$ cat config.mk
export PLATFORM = sky130hd
export DESIGN_NAME = pulse_freq_meter
export DESIGN_NICKNAME = d
export VERILOG_FILES = /design/src/rtl/pulse_freq_meter_pkg.sv /design/src/rtl/pulse_freq_meter_bcd_digit_counter.sv /design/src/rtl/pulse_freq_meter.sv
export SDC_FILE = /design/constraint.sdc
export NUM_CORES = 1
export LEC_CHECK = 0
export BUFFER_PORTS_ARGS = -buffer_cell sky130_fd_sc_hd__buf_2
export CAP_MARGIN = 20
export CORE_MARGIN = 5
export CORE_UTILIZATION = 60
export DETAILED_ROUTE_END_ITERATION = 8
export GPL_TIMING_DRIVEN = 0
export PLACE_DENSITY_LB_ADDON = 0.25
export SYNTH_ARGS = -nofsm -noshare
export SYNTH_HDL_FRONTEND = slang
export SYNTH_SLANG_ARGS = --single-unit
$ cat constraint.sdc
create_clock -name clk -period 2.5 [get_ports clk]
set_input_delay 0.125 -clock clk [delete_from_list [all_inputs] [get_ports clk]]
set_output_delay 0.125 -clock clk [all_outputs]
set_load 0.005 [all_outputs]
$ cat src/rtl/pulse_freq_meter_pkg.sv
// Shared constants and types for the pulse frequency meter.
package pulse_freq_meter_pkg;

    localparam int unsigned DIGIT_W = 4;
    localparam logic [DIGIT_W-1:0] DIGIT_MAX = 4'd9;
    localparam int unsigned DEFAULT_DIGITS = 4;

    typedef enum logic {
        IDLE,
        MEASURE
    } state_t;

endpackage

$ cat src/rtl/pulse_freq_meter_bcd_digit_counter.sv
// One BCD digit of the edge accumulator: synchronous clear, enabled increment
// that wraps 9->0, and a ripple carry chain to the next digit.
module bcd_digit_counter
    import pulse_freq_meter_pkg::*;
(
    input  logic               clk,
    input  logic               reset,
    input  logic               clear,
    input  logic               inc_en,
    input  logic               carry_in,
    output logic [DIGIT_W-1:0] digit,
    output logic [DIGIT_W-1:0] digit_inc,
    output logic               carry_out
);

    // digit_inc is the value this digit takes if the whole accumulator steps,
    // exposed so the top can latch the count including a same-cycle edge.
    always_comb begin
        carry_out = carry_in && (digit == DIGIT_MAX);
        digit_inc = digit;
        if (carry_out) begin
            digit_inc = '0;
        end else if (carry_in) begin
            digit_inc = digit + DIGIT_W'(1);
        end
    end

    always_ff @(posedge clk) begin
        if (reset || clear) begin
            digit <= '0;
        end else if (inc_en) begin
            digit <= digit_inc;
        end
    end

endmodule

$ cat src/rtl/pulse_freq_meter.sv
// Counts synchronized rising edges of sig_in between gate ticks in a BCD
// accumulator and latches the per-window result with a one-cycle valid strobe.
module pulse_freq_meter
    import pulse_freq_meter_pkg::*;
#(
    parameter int unsigned SYNC_STAGES = 2,
    parameter int unsigned DIGITS      = DEFAULT_DIGITS
) (
    input  logic                      clk,
    input  logic                      reset,
    input  logic                      gate_tick,
    input  logic                      sig_in,
    output logic [DIGIT_W*DIGITS-1:0] count_bcd,
    output logic                      overflow,
    output logic                      valid
);

    logic [SYNC_STAGES-1:0]    sync_q;
    logic                      sig_d_q;
    logic                      rise;
    state_t                    state_q, state_d;
    logic                      acc_clear, acc_inc_en, sat_hit, close_window;
    logic                      win_ovf_q;
    logic [DIGITS:0]           carry;
    logic [DIGIT_W*DIGITS-1:0] acc, acc_inc;
    logic                      all_nines;

    always_ff @(posedge clk) begin
        if (reset) begin
            sync_q  <= '0;
            sig_d_q <= 1'b0;
        end else begin
            sync_q  <= {sync_q[SYNC_STAGES-2:0], sig_in};
            sig_d_q <= sync_q[SYNC_STAGES-1];
        end
    end

    assign rise = sync_q[SYNC_STAGES-1] && !sig_d_q;

    // carry[0] is tied high: the chain always reports the would-be incremented
    // value, and inc_en decides whether the digits actually take it.
    assign carry[0]  = 1'b1;
    assign all_nines = carry[DIGITS];

    for (genvar k = 0; k < DIGITS; k++) begin : g_digit
        bcd_digit_counter u_digit (
            .clk       (clk),
            .reset     (reset),
            .clear     (acc_clear),
            .inc_en    (acc_inc_en),
            .carry_in  (carry[k]),
            .digit     (acc[k*DIGIT_W +: DIGIT_W]),
            .digit_inc (acc_inc[k*DIGIT_W +: DIGIT_W]),
            .carry_out (carry[k+1])
        );
    end

    always_ff @(posedge clk) begin
        if (reset) begin
            state_q <= IDLE;
        end else begin
            state_q <= state_d;
        end
    end

    always_comb begin
        state_d      = state_q;
        acc_clear    = 1'b1;
        acc_inc_en   = 1'b0;
        sat_hit      = 1'b0;
        close_window = 1'b0;
        unique case (state_q)
            IDLE: begin
                if (gate_tick) begin
                    state_d = MEASURE;
                end
            end
            MEASURE: begin
                acc_clear    = gate_tick;
                acc_inc_en   = rise && !all_nines;
                sat_hit      = rise && all_nines;
                close_window = gate_tick;
            end
            default: state_d = IDLE;
        endcase
    end

    always_ff @(posedge clk) begin
        if (reset || acc_clear) begin
            win_ovf_q <= 1'b0;
        end else if (sat_hit) begin
            win_ovf_q <= 1'b1;
        end
    end

    // An edge coinciding with the tick belongs to the closing window.
    always_ff @(posedge clk) begin
        if (reset) begin
            count_bcd <= '0;
            overflow  <= 1'b0;
            valid     <= 1'b0;
        end else begin
            valid <= close_window;
            if (close_window) begin
                count_bcd <= acc_inc_en ? acc_inc : acc;
                overflow  <= win_ovf_q || sat_hit;
            end
        end
    end

endmodule

# Yosys cells after proc, flatten, opt, wreduce, memory -nomap -nowiden
# Cells that the tools add are included.
[word_totals]
regBits = 39
in_bits = 4
[op_classes]
addsub = 4
n_eq_ne = 4
mux = 14
reduce_logical = 10
[op_table]
columns = ["op", "count"]
rows = [
  ["4-bit 2-to-1 mux", 7],
  ["4-bit by 1-bit adder with 4-bit output, second input constant", 4],
  ["4-bit == test, second input constant", 4],
  ["16-bit 2-to-1 mux", 1],
  ["1-bit logical AND", 6],
  ["1-bit 2-to-1 mux", 6],
  ["1-bit logical NOT", 2],
  ["1-bit logical OR", 2],
]

# Longest topological paths before layout
[logic_depth]
ltp_word = 8
ltp_mapped = 7
ltp_nobuf = 6

# By module
# A second synthesis with hierarchy kept.
[unflattened]
cells_unflattened = 274
hier_area_um2 = 2215.9
[modules_own_cells]
columns = ["module", "n_inst", "cells_per_inst", "area_each_um2", "seq_area_each_um2"]
rows = [
  ["bcd_digit_counter", 4, 40, 305.3, 80.1],
  ["pulse_freq_meter", 1, 114, 994.7, 460.4],
]

# Worst setup path before layout
# OpenSTA, ideal clock, no wires.
[synth_timing]
path_kind = "flip-flop to flip-flop"
from = "register g_digit[1].u_digit.digit[0]"
to = "register count_bcd[15]"
setup_time_ns = 0.074
arrival_time_ns = 1.550
t_required_ns = 2.426
path_slack_ns = 0.876
stages_incl_launch_ff = 6
synth_period_minus_slack_ns = 1.624
path_cell_list = "dfxtp_1 > ha_1 > and3b_1 > nand3_4 > or4_4 > a31oi_1"
[synth_via]
elab_chain_len = 8
[synth_rtl]
columns = ["element", "line_no", "rtl"]
rows = [
  ["start: declaration", "pulse_freq_meter_bcd_digit_counter.sv:11", "output logic [DIGIT_W-1:0] digit,"],
  ["start signal: assignment", "pulse_freq_meter_bcd_digit_counter.sv:32", "digit <= digit_inc;"],
  ["4-bit == test *", "pulse_freq_meter_bcd_digit_counter.sv:19", "carry_out = carry_in && (digit == DIGIT_MAX);"],
  ["1-bit logical AND * (2 in a row)", "pulse_freq_meter_bcd_digit_counter.sv:19", ""],
  ["1-bit logical AND", "pulse_freq_meter_bcd_digit_counter.sv:19", ""],
  ["1-bit logical NOT", "pulse_freq_meter.sv:80", "acc_inc_en = rise && !all_nines;"],
  ["1-bit logical AND", "pulse_freq_meter.sv:80", ""],
  ["1-bit 2-to-1 mux", "pulse_freq_meter.sv:72", "unique case (state_q)"],
  ["16-bit 2-to-1 mux *", "pulse_freq_meter.sv:105", "count_bcd <= acc_inc_en ? acc_inc : acc;"],
  ["end signal: assignment", "pulse_freq_meter.sv:105", ""],
  ["end: declaration", "pulse_freq_meter.sv:13", "output logic [DIGIT_W*DIGITS-1:0] count_bcd,"],
]
# Every way passes the cells marked *; elsewhere a longest branch is shown, timed or not.
# A chain may end at the register's enable or synchronous reset.

# Final worst setup path
[layout_timing]
from = "register g_digit[1].u_digit.digit[0]"
to = "register count_bcd[3]"
[layout_via]
elab_chain_len = 8
[layout_rtl]
columns = ["element", "line_no"]
rows = [
  ["4-bit == test", "pulse_freq_meter_bcd_digit_counter.sv:19"],
  ["1-bit logical AND (3 in a row)", "pulse_freq_meter_bcd_digit_counter.sv:19"],
  ["1-bit logical NOT", "pulse_freq_meter.sv:80"],
  ["1-bit logical AND", "pulse_freq_meter.sv:80"],
  ["1-bit 2-to-1 mux", "pulse_freq_meter.sv:72"],
  ["16-bit 2-to-1 mux", "pulse_freq_meter.sv:105"],
]
# No other way between the ends.

==> results.py <==
metrics = {
    "hold_path": {
        "worstHoldStart": "gate_tick",
        "whs_path_depth": 3,
        "min_to": "state_q",
        "min_path_type": "input pin to flip-flop",
    },
    "pwr": {
        "p_leak_nw": 0.707,
        "p_per_area_nw_per_um2": 538,
        "peakVddDrop_uv": 452,
    },
    "critical_path": {
        "path_class": "flip-flop to flip-flop",
        "critPathCaptureType": "flip-flop",
        "r2r_slack_ns": 0.62,
        "critPathLaunchType": "flip-flop",
        "crit_required_ns": 2.76,
        "ff2ff_path_depth": 5,
        "critical_path_peak_fanout": 6,
        "worst_r2r_endpoint": "count_bcd[3]",
        "crit_arrival_ns": 2.13,
        "r2r-start": "g_digit[1].u_digit.digit[0]",
    },
    "timing": {
        "hold_viol_final": 0,
        "max_freq_mhz": 532,
        "slew_viol_final": 0,
        "fin_tns_setup_ns": 0,
        "timing.final.setup_violations": 0,
        "worst_pin_slew_ns": 0.681,
        "clock_skew_ns": 0.0132,
        "relSlewSlack": 0.542,
        "rsz0062_at_grt": "no",
        "fin_crit_sh": 0.752,
        "fin_crit_ns": 1.88,
    },
    "synthesis": {
        "synth_area_um2": 1660,
        "avgSynthCellArea_um2": 9.06,
        "synth_top_area_share": 0.471,
        "yosys_warnings": 0,
        "synth-seq-area-share": 0.471,
        "syn-num-nets": 193,
        "synth_seq_cells": 39,
        "synth_area_leaders": "dfxtp_1 47%, o21ai_0 5.4%, a21oi_1 5.1%",
        "netlist_instances": 183,
        "synth_top_area_cell": "dfxtp_1",
        "synth.distinct_cells": 36,
    },
    "run": {
        "max_cap_viol_count": 0,
    },
    "layout": {
        "seq_area_um2": 781,
        "drive_above_1_share": 0.152,
        "final.fill_count": 220,
        "diodes": 0,
        "multiInputGateArea_um2": 817,
        "final_nets": 222,
        "utilization": 0.684,
        "syn_to_final_growth_pct": 11.8,
    },
    "detailed_routing": {
        "via_per_inst": 6.20,
        "dr_total_vias": 1500,
        "first_iter_violations": 103,
        "drt-total-wl_um": 3780,
        "ant_nets": 0,
        "wl_per_cell_um": 15.6,
        "dr.pass1.iters": 4,
        "drc": 0,
    },
    "place": {
        "hpwlAfterDp_um": 2590,
        "numPortBuffers": 21,
        "place.gp.congestion": 0.885,
    },
    "grt": {
        "grt_usage": 0.201,
        "grt_start_max_net_pins": 11,
        "grt_pass1_vias": 1428,
        "grt-ovfl-total": 0,
        "grt_pass1_wl_um": 6410,
        "antenna_found_initial": 0,
    },
    "die": {
        "die_x_um": 62.6,
        "start_util": 0.612,
        "dieHeight_um": 62.6,
        "coreArea_um2": 2710,
        "num_rows": 19,
        "dieArea_um2": 3910,
        "io_pins": 22,
    },
    "clock_tree": {
        "cts.sinks": 39,
        "cts-htree-levels": 2,
        "insertion_delay_ns": 0.34,
        "cts_tree": "done",
        "numCtsBuffers": 5,
        "path_clk_slew_ns": 0.10,
        "cts-root-buf": "clkbuf_4",
        "postCtsSetupRepairBufs": 0,
        "cts_buffer_depth": 2,
    },
    "outcome": {
        "status": "completed",
    },
}
how the worst max path moves through the flow:
stage / to / slack, ns / cells past startpoint / startpoint
5_1_grt: count_bcd[3] / 0.47 / 6 / g_digit[3].u_digit.digit[1]
4_1_cts: count_bcd[3] / 0.65 / 5 / g_digit[1].u_digit.digit[0]
6_report: count_bcd[3] / 0.62 / 5 / g_digit[1].u_digit.digit[0]
3_3_place_gp: count_bcd[15] / 0.73 / 5 / g_digit[1].u_digit.digit[0]
2_1_floorplan: count_bcd[15] / 0.88 / 5 / g_digit[1].u_digit.digit[0]
3_5_place_dp: count_bcd[3] / 0.70 / 5 / g_digit[3].u_digit.digit[0]
power breakdown:
part	internal, mW	total, mW	leakage [nW]	switching (mW)
sequential	0.639	0.648	0.317	0.00888
combinational	0.0248	0.0630	0.365	0.0382
clock	0.100	0.287	0.0242	0.186
total	0.764	0.997	0.707	0.233
logic make-up (layout without fill, tap and decap cells):
family | after synthesis | in the layout | synth area share
adders and majority gates | 6 | 6 | 0.0453
and+or+nand+nor | 67 | 67 | 0.237
xor gates and xnor gates | 1 | 1 | 0.00528
buffers and inverters | 13 | 41 | 0.0362
muxes | 2 | 2 | 0.0121
AOI/OAI and AO/OA | 55 | 55 | 0.193
DFF | 39 | 39 | 0.471
synthesized netlist by cell type (all sizes together):
cell	instances
xor2	1
nand4	2
o211ai	1
dfxtp	39
mux2i	2
a21boi	1
nand3b	3
and2	3
o31ai	4
o21ai	18
nor3	6
nand2	5
a211oi	2
or3	8
a31oi	8
nand3	10
a21oi	17
o2111ai	1
nor2b	4
or4	2
ha	6
nand4b	1
nor3b	1
inv	5
buf	2
and4b	1
and3	1
clkbuf	6
a311oi	2
and3b	3
a31o	1
nor2	17
sequential cells by signal, indices dropped and copies added (netlist names):
register / flops
sync_q: 2
valid: 1
sig_d_q: 1
win_ovf_q: 1
state_q: 1
count_bcd: 16
g_digit.u_digit.digit: 16
overflow: 1
layer usage:
metal	GRT usage	share of wire
met1	0.248	0.42
met2	0.326	0.50
met3	0.0683	0.076
met4	0.0637	0.011
met5	0	0
cell usage in the layout (no fill, tap or decap), types with 5 or more instances in the layout:
master / instances
dfxtp_1: 39
buf_2: 21
o21ai_0: 18
nor2_1: 17
a21oi_1: 17
nand3_1: 9
or3_1: 8
a31oi_1: 8
clkbuf_1: 7
nor3_1: 6
ha_1: 6
inv_1: 5
nand2_1: 5
clkbuf_4: 5
stage by stage:
| step | hold WS [ns] | worst slack (ns) | instances | power (mW) | instance area, um^2 |
|---|---|---|---|---|---|
| 3_3_place_gp | 0.331 | 0.734 | 235 | 0.721 | 1800 |
| 5_1_grt | 0.0470 | 0.472 | 242 | 1.05 | 1850 |
| 2_1_floorplan | 0.241 | 0.876 | 183 | 0.693 | 1660 |
| 6_report | 0.0346 | 0.621 | 242 | 0.997 | 1850 |
| 4_1_cts | 0.0326 | 0.654 | 242 | 0.999 | 1850 |
| 3_5_place_dp | 0.342 | 0.698 | 235 | 0.724 | 1800 |
timing repair:
action / in CTS / in global routing
resized for setup: 0 / 0
hold buffers: 1 / 0
hold endpoints to repair: 1 / 0
layout make-up:
type,count,share of cell area
Inverter,5,0.0101
Buffer,8,0.0223
Timing Repair Buffer,22,0.0621
Tap cell,31,0.0209
Sequential cell,39,0.421
Clock buffer,6,0.0223
Multi-Input combinational cell,131,0.441
worst max-delay path, stage by stage, from the launching register on:
cell	delay (ns)
dfxtp_1	0.42
ha_1	0.19
nand3b_1	0.12
nor3_1	0.60
o211ai_1	0.23
o31ai_1	0.23
(Power assumes the default switching activity.)
